$ cat src/rtl/fetch_unit.sv
// Instruction fetch front end: credit-limited request issue, in-order PC tagging,
// kill-on-redirect of stale responses and a small instruction buffer toward decode.
module fetch_unit #(
  parameter logic [63:0] ResetPC  = 64'h0,
  parameter int unsigned BufDepth = 2
) (
  input  logic        clk_i,
  input  logic        reset_ni,
  output logic        imem_req_valid_o,
  output logic [63:0] imem_req_addr_o,
  input  logic        imem_req_ready_i,
  input  logic        imem_rsp_valid_i,
  input  logic [31:0] imem_rsp_data_i,
  input  logic        redirect_i,
  input  logic [63:0] redirect_pc_i,
  output logic        valid_o,
  output logic [31:0] instruction_o,
  output logic [63:0] PC_o,
  input  logic        ready_i
);

  localparam int unsigned CntW = $clog2(BufDepth + 1);
  localparam int unsigned PtrW = $clog2(BufDepth);

  typedef logic [CntW-1:0] cnt_t;
  typedef logic [PtrW-1:0] ptr_t;

  localparam logic [CntW:0] DepthCnt = (CntW + 1)'(BufDepth);
  localparam ptr_t          PtrLast  = ptr_t'(BufDepth - 1);

  function automatic ptr_t ptr_inc(input ptr_t p);
    if (p == PtrLast) begin
      return {PtrW{1'b0}};
    end else begin
      return p + ptr_t'(1'b1);
    end
  endfunction

  logic [63:0] fetch_pc_r, fetch_pc_nxt_s;
  cnt_t        inflight_r, inflight_nxt_s;
  cnt_t        kill_r, kill_nxt_s;
  cnt_t        fifo_count_r, fifo_count_nxt_s;
  ptr_t        tag_wr_ptr_r, tag_wr_ptr_nxt_s;
  ptr_t        tag_rd_ptr_r, tag_rd_ptr_nxt_s;
  ptr_t        fifo_wr_ptr_r, fifo_wr_ptr_nxt_s;
  ptr_t        fifo_rd_ptr_r, fifo_rd_ptr_nxt_s;

  logic [63:0] tag_mem_r   [BufDepth];
  logic [63:0] pc_mem_r    [BufDepth];
  logic [31:0] instr_mem_r [BufDepth];

  logic [CntW:0] used_s;
  logic          req_fire_s;
  logic          rsp_s;
  logic          kill_active_s;
  logic          push_s;
  logic          pop_s;
  logic          unused_pc_bits_s;

  // Credits count both in-flight requests and buffered entries, so a response always has a slot
  assign used_s           = {1'b0, inflight_r} + {1'b0, fifo_count_r};
  assign imem_req_valid_o = reset_ni & ~redirect_i & (used_s < DepthCnt);
  assign imem_req_addr_o  = fetch_pc_r;
  assign req_fire_s       = imem_req_valid_o & imem_req_ready_i;
  assign rsp_s            = imem_rsp_valid_i;
  assign kill_active_s    = (kill_r != {CntW{1'b0}});
  assign push_s           = rsp_s & ~kill_active_s & ~redirect_i;
  assign valid_o          = (fifo_count_r != {CntW{1'b0}}) & ~redirect_i;
  assign pop_s            = valid_o & ready_i;
  assign instruction_o    = instr_mem_r[fifo_rd_ptr_r];
  assign PC_o             = pc_mem_r[fifo_rd_ptr_r];
  assign unused_pc_bits_s = ^redirect_pc_i[1:0];

  // Next-state for fetch PC, counters and queue pointers
  always_comb begin
    fetch_pc_nxt_s    = fetch_pc_r;
    inflight_nxt_s    = inflight_r;
    kill_nxt_s        = kill_r;
    fifo_count_nxt_s  = fifo_count_r;
    tag_wr_ptr_nxt_s  = tag_wr_ptr_r;
    tag_rd_ptr_nxt_s  = tag_rd_ptr_r;
    fifo_wr_ptr_nxt_s = fifo_wr_ptr_r;
    fifo_rd_ptr_nxt_s = fifo_rd_ptr_r;

    if (rsp_s) begin
      tag_rd_ptr_nxt_s = ptr_inc(tag_rd_ptr_r);
    end else begin
      tag_rd_ptr_nxt_s = tag_rd_ptr_r;
    end

    if (redirect_i) begin
      // Everything still outstanding after this cycle's response belongs to the old path
      fetch_pc_nxt_s    = {redirect_pc_i[63:2], 2'b00};
      inflight_nxt_s    = inflight_r - cnt_t'(rsp_s);
      kill_nxt_s        = inflight_r - cnt_t'(rsp_s);
      fifo_count_nxt_s  = {CntW{1'b0}};
      fifo_rd_ptr_nxt_s = fifo_wr_ptr_r;
    end else begin
      if (req_fire_s) begin
        fetch_pc_nxt_s   = fetch_pc_r + 64'd4;
        tag_wr_ptr_nxt_s = ptr_inc(tag_wr_ptr_r);
      end else begin
        fetch_pc_nxt_s   = fetch_pc_r;
        tag_wr_ptr_nxt_s = tag_wr_ptr_r;
      end
      inflight_nxt_s = inflight_r + cnt_t'(req_fire_s) - cnt_t'(rsp_s);
      if (rsp_s && kill_active_s) begin
        kill_nxt_s = kill_r - cnt_t'(1'b1);
      end else begin
        kill_nxt_s = kill_r;
      end
      fifo_count_nxt_s = fifo_count_r + cnt_t'(push_s) - cnt_t'(pop_s);
      if (push_s) begin
        fifo_wr_ptr_nxt_s = ptr_inc(fifo_wr_ptr_r);
      end else begin
        fifo_wr_ptr_nxt_s = fifo_wr_ptr_r;
      end
      if (pop_s) begin
        fifo_rd_ptr_nxt_s = ptr_inc(fifo_rd_ptr_r);
      end else begin
        fifo_rd_ptr_nxt_s = fifo_rd_ptr_r;
      end
    end
  end

  // Control state registers
  always_ff @(posedge clk_i or negedge reset_ni) begin
    if (!reset_ni) begin
      fetch_pc_r    <= ResetPC;
      inflight_r    <= {CntW{1'b0}};
      kill_r        <= {CntW{1'b0}};
      fifo_count_r  <= {CntW{1'b0}};
      tag_wr_ptr_r  <= {PtrW{1'b0}};
      tag_rd_ptr_r  <= {PtrW{1'b0}};
      fifo_wr_ptr_r <= {PtrW{1'b0}};
      fifo_rd_ptr_r <= {PtrW{1'b0}};
    end else begin
      fetch_pc_r    <= fetch_pc_nxt_s;
      inflight_r    <= inflight_nxt_s;
      kill_r        <= kill_nxt_s;
      fifo_count_r  <= fifo_count_nxt_s;
      tag_wr_ptr_r  <= tag_wr_ptr_nxt_s;
      tag_rd_ptr_r  <= tag_rd_ptr_nxt_s;
      fifo_wr_ptr_r <= fifo_wr_ptr_nxt_s;
      fifo_rd_ptr_r <= fifo_rd_ptr_nxt_s;
    end
  end

  // Tag and instruction storage; contents are don't-care until their counters cover them
  always_ff @(posedge clk_i) begin
    if (req_fire_s) begin
      tag_mem_r[tag_wr_ptr_r] <= fetch_pc_r;
    end
    if (push_s) begin
      pc_mem_r[fifo_wr_ptr_r]    <= tag_mem_r[tag_rd_ptr_r];
      instr_mem_r[fifo_wr_ptr_r] <= imem_rsp_data_i;
    end
  end

endmodule

$ cat config.mk
export PLATFORM = sky130hd
export DESIGN_NAME = fetch_unit
export DESIGN_NICKNAME = d
export VERILOG_FILES = /design/src/rtl/fetch_unit.sv
export SDC_FILE = /design/constraint.sdc
export NUM_CORES = 1
export LEC_CHECK = 0
export ABC_AREA = 1
export BUFFER_PORTS_ARGS = -buffer_cell sky130_fd_sc_hd__buf_4
export CAP_MARGIN = 5
export CORE_ASPECT_RATIO = 0.9
export CORE_MARGIN = 4
export CORE_UTILIZATION = 40
export DETAILED_ROUTE_END_ITERATION = 12
export GPL_ROUTABILITY_DRIVEN = 1
export PLACE_DENSITY_LB_ADDON = 0.05
export SLEW_MARGIN = 20
export SYNTH_ARGS = -nofsm -noshare
export SYNTH_HDL_FRONTEND = slang
export SYNTH_SLANG_ARGS = --single-unit
$ cat constraint.sdc
create_clock -name clk_i -period 6.2 [get_ports clk_i]
set_input_delay 1.24 -clock clk_i [delete_from_list [all_inputs] [get_ports clk_i]]
set_output_delay 1.24 -clock clk_i [all_outputs]
set_load 0.05 [all_outputs]
==> results.tsv <==
metric	value	unit
most frequent cell after synthesis	nand2_1	
VDD IR max	0.000297	V
placed cells	2124	
largest net degree at the start of global routing	70	
number of max-cap violations	0	
antenna violations before repair	1	
ant diodes	0	
ratio of cells with drive above 1 in the final layout	31.7	%
Yosys top cell area share	56.1	%
PostCTS Resize Cnt	0	
IO buf count	257	
leakage power	7.86	nW
WS Path Type	reg2out	
crit path launch type	flip-flop	
Hold Violations, Final	0	
TritonRoute pass-1 iters	5	
Cell Count, Final, Fillers Out	2202	
clock buffer depth	3	
setup bufs post-CTS	0	
core area	40900	um2
Root Driver	clkbuf_16	
synth top area cells	edfxtp_1, dfrtp_1, mux2_2, nand2_1, nor2_1	
setup_tns	0	ps
register bit count reported by yosys	384	
CTS tree	done	
Rows	70	
Avg WL per Cell	20.1	um
CTS clk-pin slew, worst paths	60	ps
register area share after synthesis	66.9	%
Worst Path Max Fanout	61	
Total Routing Usage GR	19.5	%
distinct cell type count after synthesis	32	
Post-Syn Area	16700	um2
antenna-violating nets left	0	
minimum clock period	4140	ps
Worst Max-Slew Pin Slew	979	ps
Post-layout nets	1738	
hold buffer count at CTS	0	
# IOs	264	
Mapped Cells	1355	
DRC	0	
Top FF cell, synth	edfxtp_1	
Synth Area per Inst	12.3	um2
Post-synth EDFFs	312	
grt ovf	0	
final setup vio count	0	
post-route cell area	20600	um2
Clock Latency Late Sink	570	ps
cell taking the most area after synthesis	edfxtp_1	
worst hold path class	reg2reg	
fill count	3684	
area post-placement	19200	um2
GPL Wtd Cong	0.906	
H-tree Lvls	2	
Starting Density	40.8	%
vias per cell	4.90	
Critical Path RT	4960	ps
fmax	0.242	GHz
Post-Route WL	44.4	mm
RSZ-0062 raised after global routing	no	
Clock Skew	16.3	ps
first-pass GRT wire length	67.4	mm
Die Width	223	um
endpoint class of the critical path	output port	
Cell Pwr Density	409	nW/um2
Sink Count	384	
die height	202	um
Yosys warnings	0	
status	complete, no violations	
full die area	45100	um2
cts bufs inserted	42	
ys async rst share	18.8	%
vias	10793	
Worst EP arrival	2900	ps
DR iter-0 viols	713	
Slew headroom	34.8	%
Layout area overhead	23.2	%
final max-slew violation count	0	
top post-synthesis cells by count	nand2_1, edfxtp_1, mux2_2	
final period utilization	66.7	%
vias in the first global route	10814	
post-detail-place hpwl	30.4	mm
Hold WS	460	ps
==> logic make-up after synthesis <==
kind of cell | Yosys count | share of synthesized area (%)
xor gates and xnor gates | 32 | 1.68
AOI/OAI and AO/OA | 76 | 2.73
muxes | 156 | 10.5
DFF | 384 | 66.9
buffers and inverters | 135 | 3.41
and+or+nand+nor | 563 | 14.1
other | 1 | 0.0225
adders and majority gates | 8 | 0.644
==> metal layers <==
| layer | GRT usage (%) | part of all wire [%] |
|---|---|---|
| met1 | 28.0 | 47 |
| met2 | 30.8 | 46 |
| met3 | 4.14 | 4.9 |
| met4 | 3.81 | 1.6 |
| met5 | 0 | 0.023 |
==> per-stage QoR <==
stage / util [%] / power [mW] / worst slack, ps
after floorplan: - / 5.28 / -22.6
after global placement: 47.1 / 6.08 / 2220
after detailed placement: 47.1 / 6.11 / 2200
after CTS: 50.3 / 8.55 / 1980
after global routing: 50.3 / 8.82 / 1910
final: 50.3 / 8.41 / 2060
==> state kept, by name (all words and copies together), names as in the netlist, 2 cells and up <==
| signal | cells |
|---|---|
| fifo_count_r | 2 |
| tag_mem_r | 124 |
| instr_mem_r | 64 |
| kill_r | 2 |
| inflight_r | 2 |
| imem_req_addr_o | 62 |
| pc_mem_r | 124 |
==> power by group <==
| group | leakage, nW | internal [mW] | total (mW) | switching [mW] |
|---|---|---|---|---|
| Sequential | 3.70 | 3.17 | 3.48 | 0.315 |
| Clock | 0.650 | 1.39 | 2.40 | 1.01 |
| Combinational | 3.52 | 0.883 | 2.53 | 1.64 |
==> worst paths after layout <==
kind | slack, ps | depth (start not counted) | end | start
worst max-delay path | 2060 | 3 | PC_o[63] | fifo_rd_ptr_r$_DFFE_PN0P_
worst min-delay path | 460 | 1 | tag_rd_ptr_r$_DFFE_PN0P_ | tag_rd_ptr_r$_DFFE_PN0P_
worst max register to register | 3290 | 14 | imem_req_addr_o[25]$_DFFE_PN0P_ | fifo_count_r[0]$_DFF_PN0_
worst min register to register | 460 | 1 | tag_rd_ptr_r$_DFFE_PN0P_ | tag_rd_ptr_r$_DFFE_PN0P_
max in group asynchronous | 4570 | 2 | fifo_rd_ptr_r$_DFFE_PN0P_ | reset_ni
min in group asynchronous | 640 | 1 | tag_rd_ptr_r$_DFFE_PN0P_ | reset_ni
==> cell type report <==
cell class                      instances  area (um2)  area share (%)
Tap cell                              540         676            3.28
Timing Repair Buffer                  270        2050            9.97
Multi-Input combinational cell        839        5000            24.3
Clock inverter                         16         129           0.626
Clock buffer                           62        1200            5.82
Sequential cell                       384       11200            54.3
Inverter                               91         342            1.66
==> critical path, cell delays in order, from the launching register on <==
cell and delay [ps]:
dfrtp_4 1010, buf_4 600, mux2_2 410, buf_4 190
==> placed cells by master (no fill, tap or decap), types with 3 or more instances in the layout <==
| master | n |
|---|---|
| clkbuf_1 | 14 |
| clkinv_1 | 4 |
| clkinv_2 | 6 |
| dfrtp_1 | 70 |
| xnor2_1 | 6 |
| inv_2 | 3 |
| conb_1 | 4 |
| ha_1 | 7 |
| edfxtp_1 | 312 |
| o211ai_1 | 12 |
| o21ai_0 | 34 |
| nor2_2 | 10 |
| nand2_2 | 9 |
| inv_6 | 3 |
| nand2_1 | 341 |
| clkbuf_16 | 43 |
| o21ai_1 | 9 |
| nand3_1 | 48 |
| xor2_1 | 26 |
| a21oi_1 | 4 |
| nor2_1 | 119 |
| buf_4 | 268 |
| nor2_4 | 13 |
| nand4_1 | 15 |
| inv_1 | 88 |
| mux2_2 | 156 |
| clkbuf_8 | 5 |
| o21bai_1 | 14 |
(Power assumes the default switching activity.)
